===== src/rtl/reflet_vga_scanout.sv =====
// rtl/reflet_vga_scanout.sv - VGA timing generator and upscaling framebuffer read engine
module reflet_vga_scanout #(
    parameter int H_VISIBLE = 640,
    parameter int H_FRONT   = 16,
    parameter int H_SYNC    = 96,
    parameter int H_BACK    = 48,
    parameter int V_VISIBLE = 480,
    parameter int V_FRONT   = 10,
    parameter int V_SYNC    = 2,
    parameter int V_BACK    = 33,
    parameter int SYNC_POL  = 0,
    parameter int FB_WIDTH  = 80,
    parameter int SCALE     = 8,
    parameter int addrSize  = 13,
    parameter int depth     = 8
) (
    input  logic                clk,
    input  logic                reset,
    input  logic                enable,
    input  logic                pixel_tick,
    output logic [addrSize-1:0] addr_read,
    output logic                ram_enable,
    input  logic [depth-1:0]    data_out,
    output logic [depth-1:0]    color,
    output logic                hsync,
    output logic                vsync,
    output logic                blank,
    output logic                frame_start
);

    localparam int H_TOTAL = H_VISIBLE + H_FRONT + H_SYNC + H_BACK;
    localparam int V_TOTAL = V_VISIBLE + V_FRONT + V_SYNC + V_BACK;
    localparam logic [10:0] H_LAST = 11'(H_TOTAL - 1);
    localparam logic [10:0] V_LAST = 11'(V_TOTAL - 1);
    localparam logic [10:0] H_VIS  = 11'(H_VISIBLE);
    localparam logic [10:0] V_VIS  = 11'(V_VISIBLE);
    localparam logic [10:0] HS_BEG = 11'(H_VISIBLE + H_FRONT);
    localparam logic [10:0] HS_END = 11'(H_VISIBLE + H_FRONT + H_SYNC);
    localparam logic [10:0] VS_BEG = 11'(V_VISIBLE + V_FRONT);
    localparam logic [10:0] VS_END = 11'(V_VISIBLE + V_FRONT + V_SYNC);
    localparam int SW = (SCALE > 1) ? $clog2(SCALE) : 1;
    localparam logic [SW-1:0] S_LAST = SW'(SCALE - 1);
    localparam logic [addrSize-1:0] FB_STEP = addrSize'(FB_WIDTH);
    localparam logic SYNC_ON = (SYNC_POL != 0);

    logic [10:0]          h, v;
    logic [SW-1:0]        xs, ys;
    logic [addrSize-1:0]  xf, row_base, addr_hold;
    logic                 visible, line_end, hs_now, vs_now, first_now;
    logic                 tick_d;
    logic [depth-1:0]     data_hold, pix;
    logic                 s1_blank, s1_hs, s1_vs, s1_first;

    assign visible   = (h < H_VIS) && (v < V_VIS);
    assign line_end  = (h == H_LAST);
    assign hs_now    = (h >= HS_BEG) && (h < HS_END);
    assign vs_now    = (v >= VS_BEG) && (v < VS_END);
    assign first_now = (h == 11'd0) && (v == 11'd0);

    // Address is live while visible and frozen at its last value during blanking.
    assign addr_read  = visible ? (row_base + xf) : addr_hold;
    assign ram_enable = visible & enable & reset;

    // The RAM word for the previous position is ready one clk after a tick;
    // capture it then so slow tick rates see the same pixel as back-to-back ticks.
    assign pix = tick_d ? data_out : data_hold;

    // Raster counters plus multiplier-free framebuffer address walk.
    always_ff @(posedge clk or negedge reset) begin
        if (!reset) begin
            h        <= '0;
            v        <= '0;
            xs       <= '0;
            ys       <= '0;
            xf       <= '0;
            row_base <= '0;
        end else if (!enable) begin
            h        <= '0;
            v        <= '0;
            xs       <= '0;
            ys       <= '0;
            xf       <= '0;
            row_base <= '0;
        end else if (pixel_tick) begin
            if (line_end) begin
                h  <= '0;
                xs <= '0;
                xf <= '0;
                if (v == V_LAST) begin
                    v        <= '0;
                    ys       <= '0;
                    row_base <= '0;
                end else begin
                    v <= v + 11'd1;
                    if (v < V_VIS) begin
                        if (ys == S_LAST) begin
                            ys       <= '0;
                            row_base <= row_base + FB_STEP;
                        end else begin
                            ys <= ys + 1'b1;
                        end
                    end
                end
            end else begin
                h <= h + 11'd1;
                if (visible) begin
                    if (xs == S_LAST) begin
                        xs <= '0;
                        xf <= xf + 1'b1;
                    end else begin
                        xs <= xs + 1'b1;
                    end
                end
            end
        end
    end

    // Remember the last driven address so it can be held through blanking.
    always_ff @(posedge clk or negedge reset) begin
        if (!reset) addr_hold <= '0;
        else        addr_hold <= addr_read;
    end

    // Capture RAM data one clk after each tick.
    always_ff @(posedge clk or negedge reset) begin
        if (!reset) begin
            tick_d    <= 1'b0;
            data_hold <= '0;
        end else begin
            tick_d <= pixel_tick;
            if (tick_d) data_hold <= data_out;
        end
    end

    // Two-stage sync/blank/first-pixel pipeline aligned with registered color.
    always_ff @(posedge clk or negedge reset) begin
        if (!reset) begin
            s1_blank    <= 1'b1;
            s1_hs       <= 1'b0;
            s1_vs       <= 1'b0;
            s1_first    <= 1'b0;
            blank       <= 1'b1;
            hsync       <= ~SYNC_ON;
            vsync       <= ~SYNC_ON;
            color       <= '0;
            frame_start <= 1'b0;
        end else if (!enable) begin
            s1_blank    <= 1'b1;
            s1_hs       <= 1'b0;
            s1_vs       <= 1'b0;
            s1_first    <= 1'b0;
            blank       <= 1'b1;
            hsync       <= ~SYNC_ON;
            vsync       <= ~SYNC_ON;
            color       <= '0;
            frame_start <= 1'b0;
        end else begin
            frame_start <= pixel_tick & s1_first;
            if (pixel_tick) begin
                s1_blank <= ~visible;
                s1_hs    <= hs_now;
                s1_vs    <= vs_now;
                s1_first <= first_now;
                blank    <= s1_blank;
                hsync    <= s1_hs ? SYNC_ON : ~SYNC_ON;
                vsync    <= s1_vs ? SYNC_ON : ~SYNC_ON;
                color    <= s1_blank ? '0 : pix;
            end
        end
    end

endmodule

===== config.mk =====
export PLATFORM = sky130hd
export DESIGN_NAME = reflet_vga_scanout
export DESIGN_NICKNAME = d
export VERILOG_FILES = /design/src/rtl/reflet_vga_scanout.sv
export SDC_FILE = /design/constraint.sdc
export NUM_CORES = 1
export LEC_CHECK = 0
export ABC_AREA = 1
export BUFFER_PORTS_ARGS = -buffer_cell sky130_fd_sc_hd__buf_4
export CAP_MARGIN = 30
export CORE_MARGIN = 3
export CORE_UTILIZATION = 50
export CTS_CLUSTER_DIAMETER = 60
export DETAILED_ROUTE_END_ITERATION = 7
export PLACE_DENSITY = 0.68
export SYNTH_ARGS = -nofsm -noshare
export SYNTH_HDL_FRONTEND = slang
export SYNTH_SLANG_ARGS = --single-unit

===== constraint.sdc =====
create_clock -name clk -period 2 [get_ports clk]
set_clock_uncertainty 0.2 [all_clocks]
set_input_delay 0.2 -clock clk [delete_from_list [all_inputs] [get_ports clk]]
set_output_delay 0.2 -clock clk [all_outputs]
set_load 0.1 [all_outputs]

* Word-level counts from Yosys, hierarchy flattened
Cells that the tools add are included.
** Word-level totals
- Memories kept :: 0
- RAM bits :: 0
- Flip-flop bits (word level) :: 92
- Bits in latches :: 0
- Bits in read-only memories :: 0
** Cells by class
- Multiplexer cells :: 51
- Magnitude comparators :: 6
- Bitwise gates (word level) :: 4
- $mul :: 0
- Reduce and logical (&&, ||, !) cells :: 11
- Equal/unequal tests :: 10
- Shift-type cells :: 0
- $add $sub $neg :: 7
- Divide/modulo/power cells :: 0
** Operator list (number)
- $mux W13 :: 12
- $mux W11 :: 7
- $mux W3 :: 11
- $mux W8 :: 4
- $add A11 B1 Y11 const B :: 2
- $eq A11 B10 Y1 const B :: 2
- $logic_not A11 Y1 :: 2
- $lt A11 B10 Y1 const B :: 2
- $lt A11 B9 Y1 const B :: 2
- $mux W1 :: 17
- $add A13 B1 Y13 const B :: 1
- $add A13 B13 Y13 :: 1
- $add A13 B7 Y13 const B :: 1
- $ne A3 B1 Y1 const B :: 4
- $ge A11 B10 Y1 const B :: 1
- $ge A11 B9 Y1 const B :: 1
- $add A3 B1 Y3 const B :: 2
- $eq A3 B3 Y1 const B :: 2
- $reduce_and A3 Y1 :: 2
- $logic_and A1 B1 Y1 :: 4
- $ne A2 B1 Y1 const B :: 2
- $reduce_and A2 Y1 :: 2
- $reduce_and A4 Y1 :: 1
- $and A1 B1 Y1 :: 3
- $not A1 Y1 :: 1

* Longest topological paths before layout
- Depth in word-level cells :: 7
- Gate-level depth with buffers :: 11

* Worst setup path after synthesis
OpenSTA, ideal clock, no wires.
- Kind :: flip-flop to flip-flop
- Start point :: register xf[5]
- End point :: register addr_hold[6]
- Clock period less this slack :: 3899 ps
- Data required time :: 1447 ps
- Arrival :: 3346 ps
- Stages on the path, launching flop included :: 8
- Setup time :: 353 ps
- Slack :: -1899 ps
- Cells stage by stage :: dfrtp_1 ha_1 nand2_1 nand2_1 inv_1 o21ai_0 xor2_1 o21ai_0
** On the way
- Longest elaborated chain between the ends :: 2
** RTL lines
- from (decl) :: RTL line 48 : logic [addrSize-1:0] xf, row_base, addr_hold;
- from (signal assigned) :: RTL line 109 : xf <= xf + 1'b1;
- $add A13 B13 Y13 :: RTL line 61 : assign addr_read = visible ? (row_base + xf) : addr_hold;
- $mux W13 :: RTL line 61
- named net addr_read[6] :: RTL line 21 : output logic [addrSize-1:0] addr_read,
- to (signal assigned) :: RTL line 121 : else addr_hold <= addr_read;
- to (decl) :: RTL line 48
The timed path passes the listed nets, and every way through them passes these cells.
A chain may end at the register's enable or synchronous reset.

* Worst setup path after layout
- Start point :: register xf[5]
- End point :: output port addr_read[10]
** On the way
- Longest elaborated chain between the ends :: 2
** RTL lines (RTL line)
- $add A13 B13 Y13 :: 61
- $mux W13 :: 61
- to (decl) :: 21
No other way between the ends.

==> flow_metrics.py <==
metrics = {
    "logic_synthesis": {
        "synth-compound-area-share_pct": 7.66,
        "synth_top_cell_by_area": "dfrtp_1",
        "syn_avg_cell_area_um2": 7.53,
        "synth_flop_cell": "dfrtp_1",
        "yosys.area_share.simple_pct": 34.8,
        "synth_cell_types": 38,
        "synth_edf_count": 0,
        "synth_seq_cells": 88,
        "synthMuxAreaShare_pct": 0,
        "synth_top_family_by_area": "simple AND/OR/NAND/NOR gates",
        "synth_xor_area_share_pct": 2.09,
        "synth.top_cell.area_share_pct": 41.9,
        "synth_cells": 666,
        "yosysSeqAreaShare_pct": 44.0,
        "synth-adder-area-share_pct": 4.99,
        "yosysWarningCount": 0,
        "syn_nets": 698,
        "synth.area.top_cells": "dfrtp_1 42%, nand2_1 17%, nand3_1 5.8%, nor2_1 5.7%, ha_1 5.0%",
        "synth_area_um2": 5020,
        "synth-async-reset-ratio_pct": 100,
    },
    "floorplanning": {
        "row_count": 35,
        "dieHeight_um": 106,
        "die_w_um": 106,
        "dieArea_um2": 11300,
        "start_util_pct": 52.8,
        "core_um2": 9500,
        "io_pins": 38,
    },
    "power": {
        "ir_worst_vdd_v": 0.000387,
        "power.leakage_nw": 3.54,
        "power_mw": 4.13,
        "cellPowerDensity_nw_per_um2": 584,
    },
    "global_route": {
        "grt_pass1_wl_um": 22600,
        "antenna_found_initial": 0,
        "grt_max_degree": 89,
        "grt_overflow": 0,
        "gr-usage-all-layers_pct": 24.6,
        "grt_pass1_vias": 4805,
    },
    "clock_tree": {
        "insertion_delay_ps": 350,
        "cts_made_buffers": 9,
        "cts_max_path_buffers": 2,
        "cts_tree": "done",
        "cts_root_buf": "clkbuf_8",
        "clkTransAtPathRegs_ps": 100,
        "htreeDepth": 3,
        "cts.sinks": 88,
    },
    "setup_path": {
        "path_max_fanout": 2,
        "ff2ff_path_depth": 9,
        "arrival_ps": 2080,
        "timing.rr.start": "h[7]",
        "cp-end-kind": "output port",
        "critical_path_required_ps": 1600,
        "startpoint_type": "flip-flop",
        "r2r_end": "h[2]",
        "ff2ff_setup_slack_ps": 70,
        "worstSetupPathType": "reg -> out",
    },
    "routing": {
        "via_per_inst": 5.34,
        "num_vias": 4941,
        "first_iter_violations": 243,
        "dr.pass1.iters": 5,
        "wire_per_inst_um": 15.3,
        "drc_errors": 0,
        "routed_wl_um": 14100,
        "final_antenna_net_count": 0,
    },
    "hold_path": {
        "hp-start": "enable",
        "holdPathStages": 3,
        "hp-class": "in -> reg",
        "min_to": "frame_start",
    },
    "sta": {
        "period_minus_slack_ps": 2480,
        "setup_viol": 14,
        "tns_ps": -4500,
        "hold_viol_final": 0,
        "fmax_mhz": 403,
        "slew_viol_final": 0,
        "fin_ws_ps": -483,
        "min_period_over_period_pct": 124,
        "grt_setup_unrepaired": "yes",
    },
    "layout": {
        "antennaDiodeCount": 0,
        "area_growth_pct": 41.0,
        "mostFrequentLayoutCells": "194 x nand2_1, 89 x buf_4, 82 x dfrtp_1, 71 x nor2_1, 60 x inv_1",
        "final_common_cell": "nand2_1",
        "drive_gt1_share_pct": 29.5,
        "fin_area_um2": 7080,
        "nets": 823,
    },
    "placement": {
        "hpwl_um": 8640,
        "gp_congestion": 0.875,
        "place_area_um2": 6030,
        "io_buffers": 37,
        "dp_slack_ps": -229,
    },
    "run_status": {
        "failed_checks": "negative setup slack",
        "status": "finished with violations",
    },
    "run": {
        "drv_cap": 0,
    },
}
## synthesized netlist by cell type (all sizes together) (2+ instances only)
cell	count
buf	8
nor2	85
dfstp	4
a21o	2
a21oi	17
ha	20
dfrtp	84
xor2	6
nor3b	5
or2	2
a22o	8
o31ai	2
nand3b	2
clkbuf	5
o21ai	29
xnor2	6
nand4	11
nand2	231
nor3	7
nand3	59
inv	67
## what timing repair did
action	4_1_cts	5_1_grt
cloned	3	1
hold endpoints to repair	105	0
pin swaps	26	32
endpoints found under the setup margin	14	43
resized for setup	73	52
hold buffers	10	0
setup buffers	11	9
## sequential cells by signal, summed over array words and instances, names as in the netlist, 3 cells and up
register / cells
ys: 3
addr_hold: 13
v: 11
data_hold: 8
h: 11
xs: 3
row_base: 9
color: 8
xf: 13
## power by group
part | switching, mW | leakage, nW | total (mW) | internal [mW]
sequential | 0.0707 | 1.17 | 1.95 | 1.88
combinational | 0.612 | 2.26 | 0.994 | 0.382
clock | 0.709 | 0.0980 | 1.19 | 0.481
total | 1.39 | 3.54 | 4.13 | 2.74
## per-stage QoR
stage | utilization (%) | std cells | hold slack, ps
after floorplan | - | 666 | -296
after CTS | 71.6 | 915 | 26.0
after detailed placement | 63.5 | 875 | 96.2
final | 74.5 | 925 | 43.0
after global routing | 74.5 | 925 | 49.2
after global placement | 63.5 | 875 | 101
## worst max path at each step
stage	start	endpoint	slack (ps)	depth (start not counted)
finish	xf[5]	addr_read[10]	-480	11
global route	row_base[5]	addr_read[10]	-530	11
CTS	xf[5]	addr_read[7]	-410	9
detailed placement	xf[5]	addr_read[9]	-230	10
global placement	xf[5]	addr_read[11]	-190	10
floorplan	h[8]	ram_enable	-230	6
## routing by layer
layer	up-vias	wire length [µm]	track usage [%]
li1	2378	-	-
met1	2356	5960	32.1
met4	0	397	7.40
met3	36	593	2.61
met5	-	0	0
met2	171	7190	43.0
## final cells by class
type,count,area [µm²]
Timing Repair Buffer,127,1300
Sequential cell,88,2210
Clock inverter,7,62.6
Tap cell,129,161
Fill cell,686,2430
Clock buffer,9,124
Multi-Input combinational cell,498,2950
Inverter,67,267
## logic make-up after synthesis
| family | after synthesis |
|---|---|
| compound gates | 62 |
| buf+inv | 80 |
| flops | 88 |
| simple gates | 403 |
| xor+xnor | 12 |
| other cells | 1 |
| fa+ha+maj | 20 |
## worst max-delay path: stages, from the launching register on
cell,delay (ps)
dfrtp_2,440
ha_4,290
nand2_4,50
nand2_4,80
inv_4,50
buf_6,120
o21ai_4,70
nand2_2,90
nand3b_1,140
nand3_2,90
nand2_2,100
buf_12,180
(Power assumes the default switching activity.)
